File: config.mk
export PLATFORM = sky130hd
export DESIGN_NAME = svc_uart_rx
export DESIGN_NICKNAME = d
export VERILOG_FILES = /design/src/rtl/svc_uart_pkg.sv /design/src/rtl/svc_sync.sv /design/src/rtl/svc_uart_rx.sv
export SDC_FILE = /design/constraint.sdc
export NUM_CORES = 1
export LEC_CHECK = 0
export BUFFER_PORTS_ARGS = -buffer_cell sky130_fd_sc_hd__buf_2
export CORE_UTILIZATION = 45
export CTS_CLUSTER_DIAMETER = 80
export DETAILED_ROUTE_END_ITERATION = 8
export HOLD_SLACK_MARGIN = 0.15
export PLACE_DENSITY_LB_ADDON = 0.1
export SLEW_MARGIN = 25
export SYNTH_ARGS = -nofsm -noshare
export SYNTH_HDL_FRONTEND = slang
export SYNTH_HIERARCHICAL = 1
export SYNTH_SLANG_ARGS = --single-unit
File: constraint.sdc
create_clock -name clk -period 2 [get_ports clk]
set_input_delay 0.1 -clock clk [delete_from_list [all_inputs] [get_ports clk]]
set_output_delay 0.1 -clock clk [all_outputs]
set_load 0.02 [all_outputs]
File: src/rtl/svc_uart_pkg.sv
// Shared UART definitions: receiver FSM state encoding and frame geometry.
// The TX block imports the same package.
package svc_uart_pkg;

  localparam int UART_DATA_BITS = 8;

  typedef enum logic [2:0] {
    IDLE,
    START,
    DATA,
    STOP,
    BREAK
  } uart_rx_state_t;

endpackage

File: src/rtl/svc_sync.sv
// Multi-flop synchronizer for a single asynchronous level signal.
// RESET_VAL lets an idle-high line come out of reset without a false edge.
module svc_sync #(
  parameter int   STAGES    = 2,
  parameter logic RESET_VAL = 1'b1
) (
  input  logic clk,
  input  logic rst,
  input  logic d_i,
  output logic q_o
);

  logic [STAGES-1:0] sync_q;

  always_ff @(posedge clk or posedge rst) begin
    if (rst) begin
      sync_q <= {STAGES{RESET_VAL}};
    end else begin
      sync_q <= {sync_q[STAGES-2:0], d_i};
    end
  end

  assign q_o = sync_q[STAGES-1];

endmodule

File: src/rtl/svc_uart_rx.sv
// 8N1 UART receiver: oversamples the synchronized line at the clock rate,
// samples mid-bit, and hands complete bytes out over a valid/ready holding register.
module svc_uart_rx
  import svc_uart_pkg::*;
#(
  parameter int CLOCK_FREQ = 25_000_000,
  parameter int BAUD_RATE  = 115_200
) (
  input  logic                      clk,
  input  logic                      rst,
  input  logic                      urx_rx,
  output logic                      urx_valid,
  output logic [UART_DATA_BITS-1:0] urx_data,
  input  logic                      urx_ready,
  output logic                      urx_frame_err,
  output logic                      urx_overrun
);

  localparam int CLKS_PER_BIT = CLOCK_FREQ / BAUD_RATE;
  localparam int CNT_W        = $clog2(CLKS_PER_BIT);
  localparam int IDX_W        = $clog2(UART_DATA_BITS);

  localparam logic [CNT_W-1:0] HALF_LAST = CNT_W'(CLKS_PER_BIT / 2 - 1);
  localparam logic [CNT_W-1:0] BIT_LAST  = CNT_W'(CLKS_PER_BIT - 1);
  localparam logic [IDX_W-1:0] IDX_LAST  = IDX_W'(UART_DATA_BITS - 1);

  // Fewer than 4 clocks per bit leaves no usable mid-bit sample point.
  generate
    if (CLKS_PER_BIT < 4) begin : g_bad_rate
      $error("svc_uart_rx: CLKS_PER_BIT must be >= 4");
    end
  endgenerate

  logic rx_s;

  svc_sync #(
    .STAGES   (2),
    .RESET_VAL(1'b1)
  ) u_sync (
    .clk(clk),
    .rst(rst),
    .d_i(urx_rx),
    .q_o(rx_s)
  );

  uart_rx_state_t            state_q, state_d;
  logic [CNT_W-1:0]          cnt_q, cnt_d;
  logic [IDX_W-1:0]          idx_q, idx_d;
  logic [UART_DATA_BITS-1:0] shift_q, shift_d;
  logic [UART_DATA_BITS-1:0] data_q, data_d;
  logic                      valid_q, valid_d;
  logic                      frame_err_q, frame_err_d;
  logic                      overrun_q, overrun_d;
  logic                      stop_ok;
  logic                      accept;

  always_ff @(posedge clk or posedge rst) begin
    if (rst) begin
      state_q     <= IDLE;
      cnt_q       <= '0;
      idx_q       <= '0;
      shift_q     <= '0;
      data_q      <= '0;
      valid_q     <= 1'b0;
      frame_err_q <= 1'b0;
      overrun_q   <= 1'b0;
    end else begin
      state_q     <= state_d;
      cnt_q       <= cnt_d;
      idx_q       <= idx_d;
      shift_q     <= shift_d;
      data_q      <= data_d;
      valid_q     <= valid_d;
      frame_err_q <= frame_err_d;
      overrun_q   <= overrun_d;
    end
  end

  always_comb begin
    state_d     = state_q;
    cnt_d       = cnt_q;
    idx_d       = idx_q;
    shift_d     = shift_q;
    data_d      = data_q;
    valid_d     = valid_q;
    frame_err_d = 1'b0;
    overrun_d   = 1'b0;
    stop_ok     = 1'b0;
    accept      = valid_q && urx_ready;

    case (state_q)
      IDLE: begin
        if (!rx_s) begin
          state_d = START;
          cnt_d   = '0;
        end
      end
      START: begin
        if (cnt_q == HALF_LAST) begin
          cnt_d = '0;
          // Line back high at mid start bit: treat as a glitch.
          if (rx_s) begin
            state_d = IDLE;
          end else begin
            state_d = DATA;
            idx_d   = '0;
          end
        end else begin
          cnt_d = cnt_q + CNT_W'(1);
        end
      end
      DATA: begin
        if (cnt_q == BIT_LAST) begin
          cnt_d   = '0;
          shift_d = {rx_s, shift_q[UART_DATA_BITS-1:1]};
          if (idx_q == IDX_LAST) begin
            state_d = STOP;
          end else begin
            idx_d = idx_q + IDX_W'(1);
          end
        end else begin
          cnt_d = cnt_q + CNT_W'(1);
        end
      end
      STOP: begin
        if (cnt_q == BIT_LAST) begin
          cnt_d = '0;
          // Leaving at mid stop bit lets a gapless next start be caught.
          if (rx_s) begin
            stop_ok = 1'b1;
            state_d = IDLE;
          end else begin
            frame_err_d = 1'b1;
            state_d     = BREAK;
          end
        end else begin
          cnt_d = cnt_q + CNT_W'(1);
        end
      end
      BREAK: begin
        if (rx_s) begin
          state_d = IDLE;
        end
      end
      default: begin
        state_d = IDLE;
      end
    endcase

    if (stop_ok) begin
      if (!valid_q || accept) begin
        data_d  = shift_q;
        valid_d = 1'b1;
      end else begin
        overrun_d = 1'b1;
      end
    end else if (accept) begin
      valid_d = 1'b0;
    end
  end

  assign urx_valid     = valid_q;
  assign urx_data      = data_q;
  assign urx_frame_err = frame_err_q;
  assign urx_overrun   = overrun_q;

endmodule

==> results of run 1 <==
## stage by stage
step,cell area (um^2),setup WS (ns)
after floorplan,1669,0.2062
after global placement,1794,0.1638
after detailed placement,1794,0.09770
after CTS,1912,0.08730
after global routing,1912,0.005720
final,1912,0.09299
## how the worst max path moves through the flow
stage,start,slack (ns),end
after floorplan,idx_q[0],0.21,idx_q[0]
after global placement,idx_q[0],0.16,idx_q[0]
after detailed placement,idx_q[0],0.1,idx_q[0]
after CTS,idx_q[0],0.09,idx_q[0]
after global routing,idx_q[0],0.006,idx_q[0]
final,idx_q[0],0.09,idx_q[0]
## final cells by class
| type | instances | area, um^2 |
|---|---|---|
| fillers | 315 | 1530 |
| clock inverters | 1 | 5.005 |
| well taps | 46 | 57.56 |
| inverters | 8 | 30.03 |
| flip-flops and latches | 35 | 878.3 |
| multi-input cells | 105 | 728.2 |
| repair buffers | 21 | 130.1 |
| clock buffers | 6 | 82.58 |
## repair_timing
item                                   CTS  global route
endpoints found under the hold margin   38             0
resized for setup                        0             0
hold buffers                             3             0
buffers inserted                         0             0
## state kept, by name, indices dropped and copies added (netlist names)
register and count:
shift_q 8, state_q 3, urx_valid 1, idx_q 3, urx_frame_err 1, urx_overrun 1, u_sync/sync_q 2, cnt_q 8
urx_data 8
## layer usage
metal,GRT usage,share of wire,up-vias
met4,0.06395,0.013,0
met3,0.04927,0.030,5
met2,0.3011,0.49,15
met5,0,0,-
li1,-,-,589
met1,0.2261,0.47,575
## critical path, cell delays in order, from the launching register on
cell,delay (ns)
dfrtp_1,0.40
ha_1,0.21
ha_1,0.19
or3b_1,0.35
a21oi_1,0.19
o211ai_1,0.12
mux2_1,0.33
## cells in the final DEF (no fill, tap or decap), types with 3 or more instances in the layout
| cell | count |
|---|---|
| nand2b_1 | 3 |
| a21oi_1 | 6 |
| o211ai_1 | 3 |
| dfrtp_1 | 33 |
| nand4_1 | 4 |
| mux2_2 | 14 |
| inv_1 | 8 |
| nand2_1 | 14 |
| and2_1 | 3 |
| buf_2 | 14 |
| nor2b_1 | 3 |
| clkbuf_8 | 6 |
| nor3_1 | 3 |
| ha_1 | 4 |
| buf_4 | 4 |
| nand3_1 | 3 |
| o22ai_1 | 5 |
| dlygate4sd3_1 | 3 |
| o21ai_0 | 6 |
| mux2_1 | 3 |
| nor2_1 | 13 |
## power groups by stage
stage	Combinational (mW)	Sequential, mW	Clock (mW)
final	0.0252	0.715	0.498
after detailed placement	0.0224	0.728	0
after global routing	0.0303	0.714	0.546
after global placement	0.0216	0.728	0
after CTS	0.0268	0.714	0.519
after floorplan	0.0154	0.725	0
## cell families after synthesis
group           count (synthesis)
compound gates                 28
buf+inv                        15
flops                          35
fa+ha+maj                       4
simple gates                   54
mux                            19
==> summary.md, run 1 <==
| Metric | Value |
|---|---|
| Status | finished, final reports clean |
| Clock sinks | 35 |
| Final cell utilization of the core | 0.5554 |
| Worst slew pin tran | a little under 0.5 ns |
| Largest family of logic cells by synthesized area | simple AND/OR/NAND/NOR gates |
| Leak | 0.9417 nW |
| Num CTS Buffers | 5 |
| Kind of critical path | register to register |
| Post-route DRC | 0 |
| RSZ-0062 raised after global routing | no |
| Worst min path class | register to register |
| Max Cap Violations | 0 |
| Clk pwr share | 0.402 |
| Share of cells above drive strength 1 | 0.2500 |
| Syn avg cell area | roughly 11 um^2 |
| EDFF count, synth | 0 |
| Clock Skew | just over 0.006 ns |
| Initial Util | 0.4849 |
| Yosys reg bits | 35 |
| DRT antenna net count | 0 |
| Largest net degree at the start of global routing | 34 |
| Synthesized-area fraction occupied by xor and xnor cells | 0 |
| Global Route Usage Sum | 0.1819 |
| DRT Pass-1 Iters | 2 |
| Net Sw Frac | 0.1997 |
| Final min period | 1.907 ns |
| Req. time, crit path | 2.16 ns |
| Post-synth top cells | 33 x dfrtp_1, 14 x mux2_2, 14 x nand2_1 |
| Synth area leaders | dfrtp_1 49%, mux2_2 9.4%, dfstp_2 3.1% |
| Dpl hpwl | 2170 um |
| Worst hold start | u_sync/sync_q[0] |
| Antenna violations before repair | 0 |
| Final GP Congestion | about 0.81 |
| Die height | 62.90 um |
| CP endpoint kind | register |
| Relative slew slack | 0.6726 |
| Adder-cell share of the synthesized area | 0.02999 |
| Setup_tns | 0 ns |
| # port buffers | 14 |
| Flop-to-flop setup slack | 0.09 ns |
| Post-Syn Nets | roughly 160 |
| Post-synthesis mux area share | 0.1267 |
| Ant diodes | 0 |
| Sequential share of the synthesized area | 0.5262 |
| Post-Syn Instances | 155 |
| CTS tree | done |
| Max FO, Critical Path | 3 |
| Reg-to-Reg Start | idx_q[0] |
| Compound-Gate Fraction of Synth Area | 0.1072 |
| Nets@finish | 184 |
| Syn-to-layout area delta | 14.54% |
| Die area | between 0.003 and 0.004 mm^2 |
| Logic pwr share | 0.020 |
| Fmax achieved | roughly 0.52 GHz |
| Die width | 62.90 um |
| Post-Syn Area | 0.001669 mm^2 |
| Tcrit/Tclk final | 0.9535 |
| Part of the power in registers | 0.577 |
| Hold Path Sink | u_sync/sync_q[1] |
| H-tree depth | 2 |
| Netlist cell types | 33 |
| WL final | 2990 um |
| Clock transition at the registers of the reported paths | approximately 0.07 ns |
| Count leader, synth | dfrtp_1 |
| Commonest register cell after synthesis | dfrtp_1 |
| Grt ovf | 0 |
| Startpoint types | register |
| First-pass GRT wire length | 5595 um |
| Peak supply drop | around 0.42 mV |
| Switching power | 247.1 uW |
| Number of global-route vias before repair | 1208 |
| Worst r2r dst | idx_q[0] |
| Max clock buf depth | 2 |
| # IOs | 15 |
| Endpoints failing hold | 0 |
| Synth area leader | dfrtp_1 |
| Hold path cells | 0 |
| DR vias | 1184 |
| Critical path data arrival time | 2.07 ns |
| Core Rows | 21 |
| Ys async rst share | 1.000 |
| Overall power | ~1.2 mW |
| Core box area | 0.003442 mm^2 |
| Final setup violating endpoints | 0 |
| Cells after DPL | about 210 |
| CTS Root Cell | clkbuf_8 |
| Power density cells | 647.3 mW/mm^2 |
| Simple-Gate Fraction of Synth Area | 0.1724 |
| Hold_ws | 0.3570 ns |
| Internal power | 990.5 uW |
| Routed WL per cell | 13.47 um |
| DRT iter0 DRCs | 23 |
| Worst-skew pair later-pin latency | 0.28 ns |
| Final Non-Filler Cells | 222 |
| Routed vias/inst | 5.333 |
| Fin. max-slew vios | 0 |
| Synth Warn # | 6 |
| Worst R2R Path Depth | 6 |
| Synth top area share | 0.4948 |
No activity file was read; power rests on OpenSTA's default activity.
==> run 2: changes to the inputs <==
--- a/config.mk
+++ b/config.mk
@@ -9,8 +9,9 @@
 export CORE_UTILIZATION = 45
 export CTS_CLUSTER_DIAMETER = 80
 export DETAILED_ROUTE_END_ITERATION = 8
+export GPL_TIMING_DRIVEN = 0
 export HOLD_SLACK_MARGIN = 0.15
-export PLACE_DENSITY_LB_ADDON = 0.1
+export PLACE_DENSITY = 0.59
 export SLEW_MARGIN = 25
 export SYNTH_ARGS = -nofsm -noshare
 export SYNTH_HDL_FRONTEND = slang
==> run 2 against run 1 <==
Combinational power up 10%. Worst setup slack better by 0.044 ns. Clock-buffer cell count did not move. Total power shrank 0.87%. Non-clock buffer count is 3 higher. Largest cell class unchanged. Maximum frequency up 2.4%. Highest routed layer unchanged. Critical path depth did not move. Clock power fell by 2%. Clock skew fell by 0.00091 ns. Hold slack improved by 0.0035 ns. Global-route usage hardly changed.
==> summary.md, run 2 (same netlist as run 1, synthesis figures left out) <==
| Metric | Value |
|---|---|
| Ant diodes | 0 (unchanged) |
| Number of global-route vias before repair | 1232 (was 1208) |
| Pre-CTS setup slack | 0.08756 ns (was 0.09770 ns) |
| Dpl hpwl | 2137 um (was 2170 um) |
| Setup ws final | 0.1371 ns (was 0.09299 ns) |
| Critical path data arrival time | 2.03 ns (was 2.07 ns) |
| DRT antenna net count | 0 (unchanged) |
| Final min period | 1.863 ns (was 1.907 ns) |
| Relative slew slack | 0.5456 (was 0.6726) |
| Clock Skew | 0.005283 ns (was 0.006192 ns) |
| Kind of critical path | register to register (unchanged) |
| Worst path buffer plus inverter count | 1 (was 0) |
| Overall power | 1.227 mW (was 1.238 mW) |
| Worst slew pin tran | 0.6806 ns (was 0.4848 ns) |
| DRT Pass-1 Iters | 4 (was 2) |
| Worst-skew pair later-pin latency | 0.28 ns (about the same) |
| # IOs | 15 (unchanged) |
| First-pass GRT wire length | 5623 um (was 5595 um) |
| Fin. max-slew vios | 0 (unchanged) |
| Core Rows | 21 (unchanged) |
| Nets@finish | 187 (was 184) |
| Max Cap Violations | 0 (unchanged) |
| Final GP Congestion | 0.8536 (was 0.8108) |
| Tcrit/Tclk final | 0.9315 (was 0.9535) |
| # port buffers | 14 (unchanged) |
| Antenna violations before repair | 0 (unchanged) |
| Delay-heaviest family, CP | simple AND/OR/NAND/NOR gates (was flip-flops) |
| CP peak stage delay | 0.43 ns (was 0.40 ns) |
| DR vias | 1215 (was 1184) |
| Commonest cells after routing, fill and taps aside | 33 x dfrtp_1, 19 x buf_2, 14 x nand2_1, 14 x mux2_2, 13 x nor2_1 (was 33 x dfrtp_1, 14 x nand2_1, 14 x mux2_2, 14 x buf_2, 13 x nor2_1) |
| Global Route Usage Sum | 0.1821 (was 0.1819) |
| Initial Util | 0.4849 (unchanged) |
| Setup_tns | 0 ns (unchanged) |
| Max FO, Critical Path | 8 (was 3) |
| Post-route DRC | 0 (unchanged) |
| Grt ovf | 0 (unchanged) |
| Fmax achieved | 0.5368 GHz (was 0.5244 GHz) |
| Syn-to-layout area delta | 15.44% (was 14.54%) |
| Slowest CP cell | dfrtp_1 (unchanged) |
| Peak supply drop | 0.5959 mV (was 0.4211 mV) |
| RSZ-0062 raised after global routing | no (unchanged) |
| Final setup violating endpoints | 0 (unchanged) |
| Routed vias/inst | 5.376 (was 5.333) |
| Die area | 0.003956 mm^2 (unchanged) |
| CP endpoint kind | register (unchanged) |
| Startpoint types | register (unchanged) |
| Worst min path class | register to register (unchanged) |
| Leak | 0.9408 nW (was 0.9417 nW) |
| Commonest non-fill, non-tap cell in the layout | dfrtp_1 (unchanged) |
| Share of cells above drive strength 1 | 0.2722 (was 0.2500) |
| Status | finished, final reports clean (unchanged) |
| Clock transition at the registers of the reported paths | 0.07 ns (about the same) |
| Crit-path cells | inv_1 -> ha_1 -> and4_1 -> nand2_1 -> nor2_4 -> mux2_2 (was ha_1 -> ha_1 -> or3b_1 -> a21oi_1 -> o211ai_1 -> mux2_1) |
| Power density cells | 636.7 mW/mm^2 (was 647.3 mW/mm^2) |
| Post CTS Setup Buffer Count | 0 (unchanged) |
| Final cell utilization of the core | 0.5598 (was 0.5554) |
| CTS tree | done (unchanged) |
| Req. time, crit path | 2.17 ns (was 2.16 ns) |
| Endpoints failing hold | 0 (unchanged) |
| WL final | 3028 um (was 2990 um) |
| Die width | 62.90 um (unchanged) |
| Max clock buf depth | 2 (unchanged) |
| CTS Root Cell | clkbuf_8 (unchanged) |
| H-tree depth | 2 (unchanged) |
| Largest net degree at the start of global routing | 34 (unchanged) |
| Core box area | 0.003442 mm^2 (unchanged) |
| Num CTS Buffers | 5 (unchanged) |
| Clock sinks | 35 (unchanged) |
| DRT iter0 DRCs | 30 (was 23) |
| Die height | 62.90 um (unchanged) |
| Routed WL per cell | 13.40 um (was 13.47 um) |
## run 2: cell count changes in the layout (fill, tap and decap cells not counted), moves of 2 or more
cell,delta
clkbuf_1,+3
buf_4,-4
a21oi_1,-2
buf_2,+5
a21oi_2,+2
## run 2: layout make-up
class	count	area (um^2)
well taps	46	57.56
clock inverters	2	12.51
flip-flops and latches	35	878.3
clock buffers	6	72.57
repair buffers	17	100.1
inverters	8	30.03
multi-input cells	105	743.2
fillers	315	1515
plain buffers	7	32.53
## run 2: repair_timing
action / in CTS / in global routing
endpoints found under the setup margin: 0 / 2
hold buffers: 3 / 0
hold endpoints to repair: 38 / 0
resized for setup: 0 / 3
## run 2: power breakdown
group	internal (mW)	leakage, nW	switching [mW]
clock	0.243	0.0412	0.244
combinational	0.00857	0.432	0.0192
sequential	0.711	0.467	0.000534
total	0.963	0.941	0.264
## run 2: final timing paths
kind	depth (start not counted)	from	slack, ns	end
worst min register to register	0	u_sync/sync_q[0]	0.36	u_sync/sync_q[1]
worst max register to register	6	cnt_q[0]	0.14	urx_data[1]
min in group asynchronous	3	rst	0.39	u_sync/sync_q[1]
worst min-delay path	0	u_sync/sync_q[0]	0.36	u_sync/sync_q[1]
max in group asynchronous	3	rst	1.09	cnt_q[7]
worst max-delay path	6	cnt_q[0]	0.14	urx_data[1]
## run 2: metal layers
metal  vias to the layer above  track usage  routed length [um]
met4                         0      0.06977                  40
met2                        18       0.2957                1476
met1                       593       0.2367                1441
li1                        600            -                   -
met3                         4      0.03832                  69
met5                         -            0                   0
## run 2: worst register-to-register path, stage by stage (launching register included)
cell	delay [ns]
dfrtp_1	0.43
inv_1	0.09
ha_1	0.15
and4_1	0.28
nand2_1	0.16
nor2_4	0.28
mux2_2	0.38
## run 2: metrics by stage
| stage | cell area, um^2 | hold slack (ns) | cells |
|---|---|---|---|
| after floorplan | 1669 | 0.01150 | 155 |
| after global placement | 1797 | 0.1274 | 215 |
| after detailed placement | 1797 | 0.1458 | 215 |
| after CTS | 1912 | 0.3635 | 226 |
| after global routing | 1927 | 0.3684 | 226 |
| final | 1927 | 0.3605 | 226 |
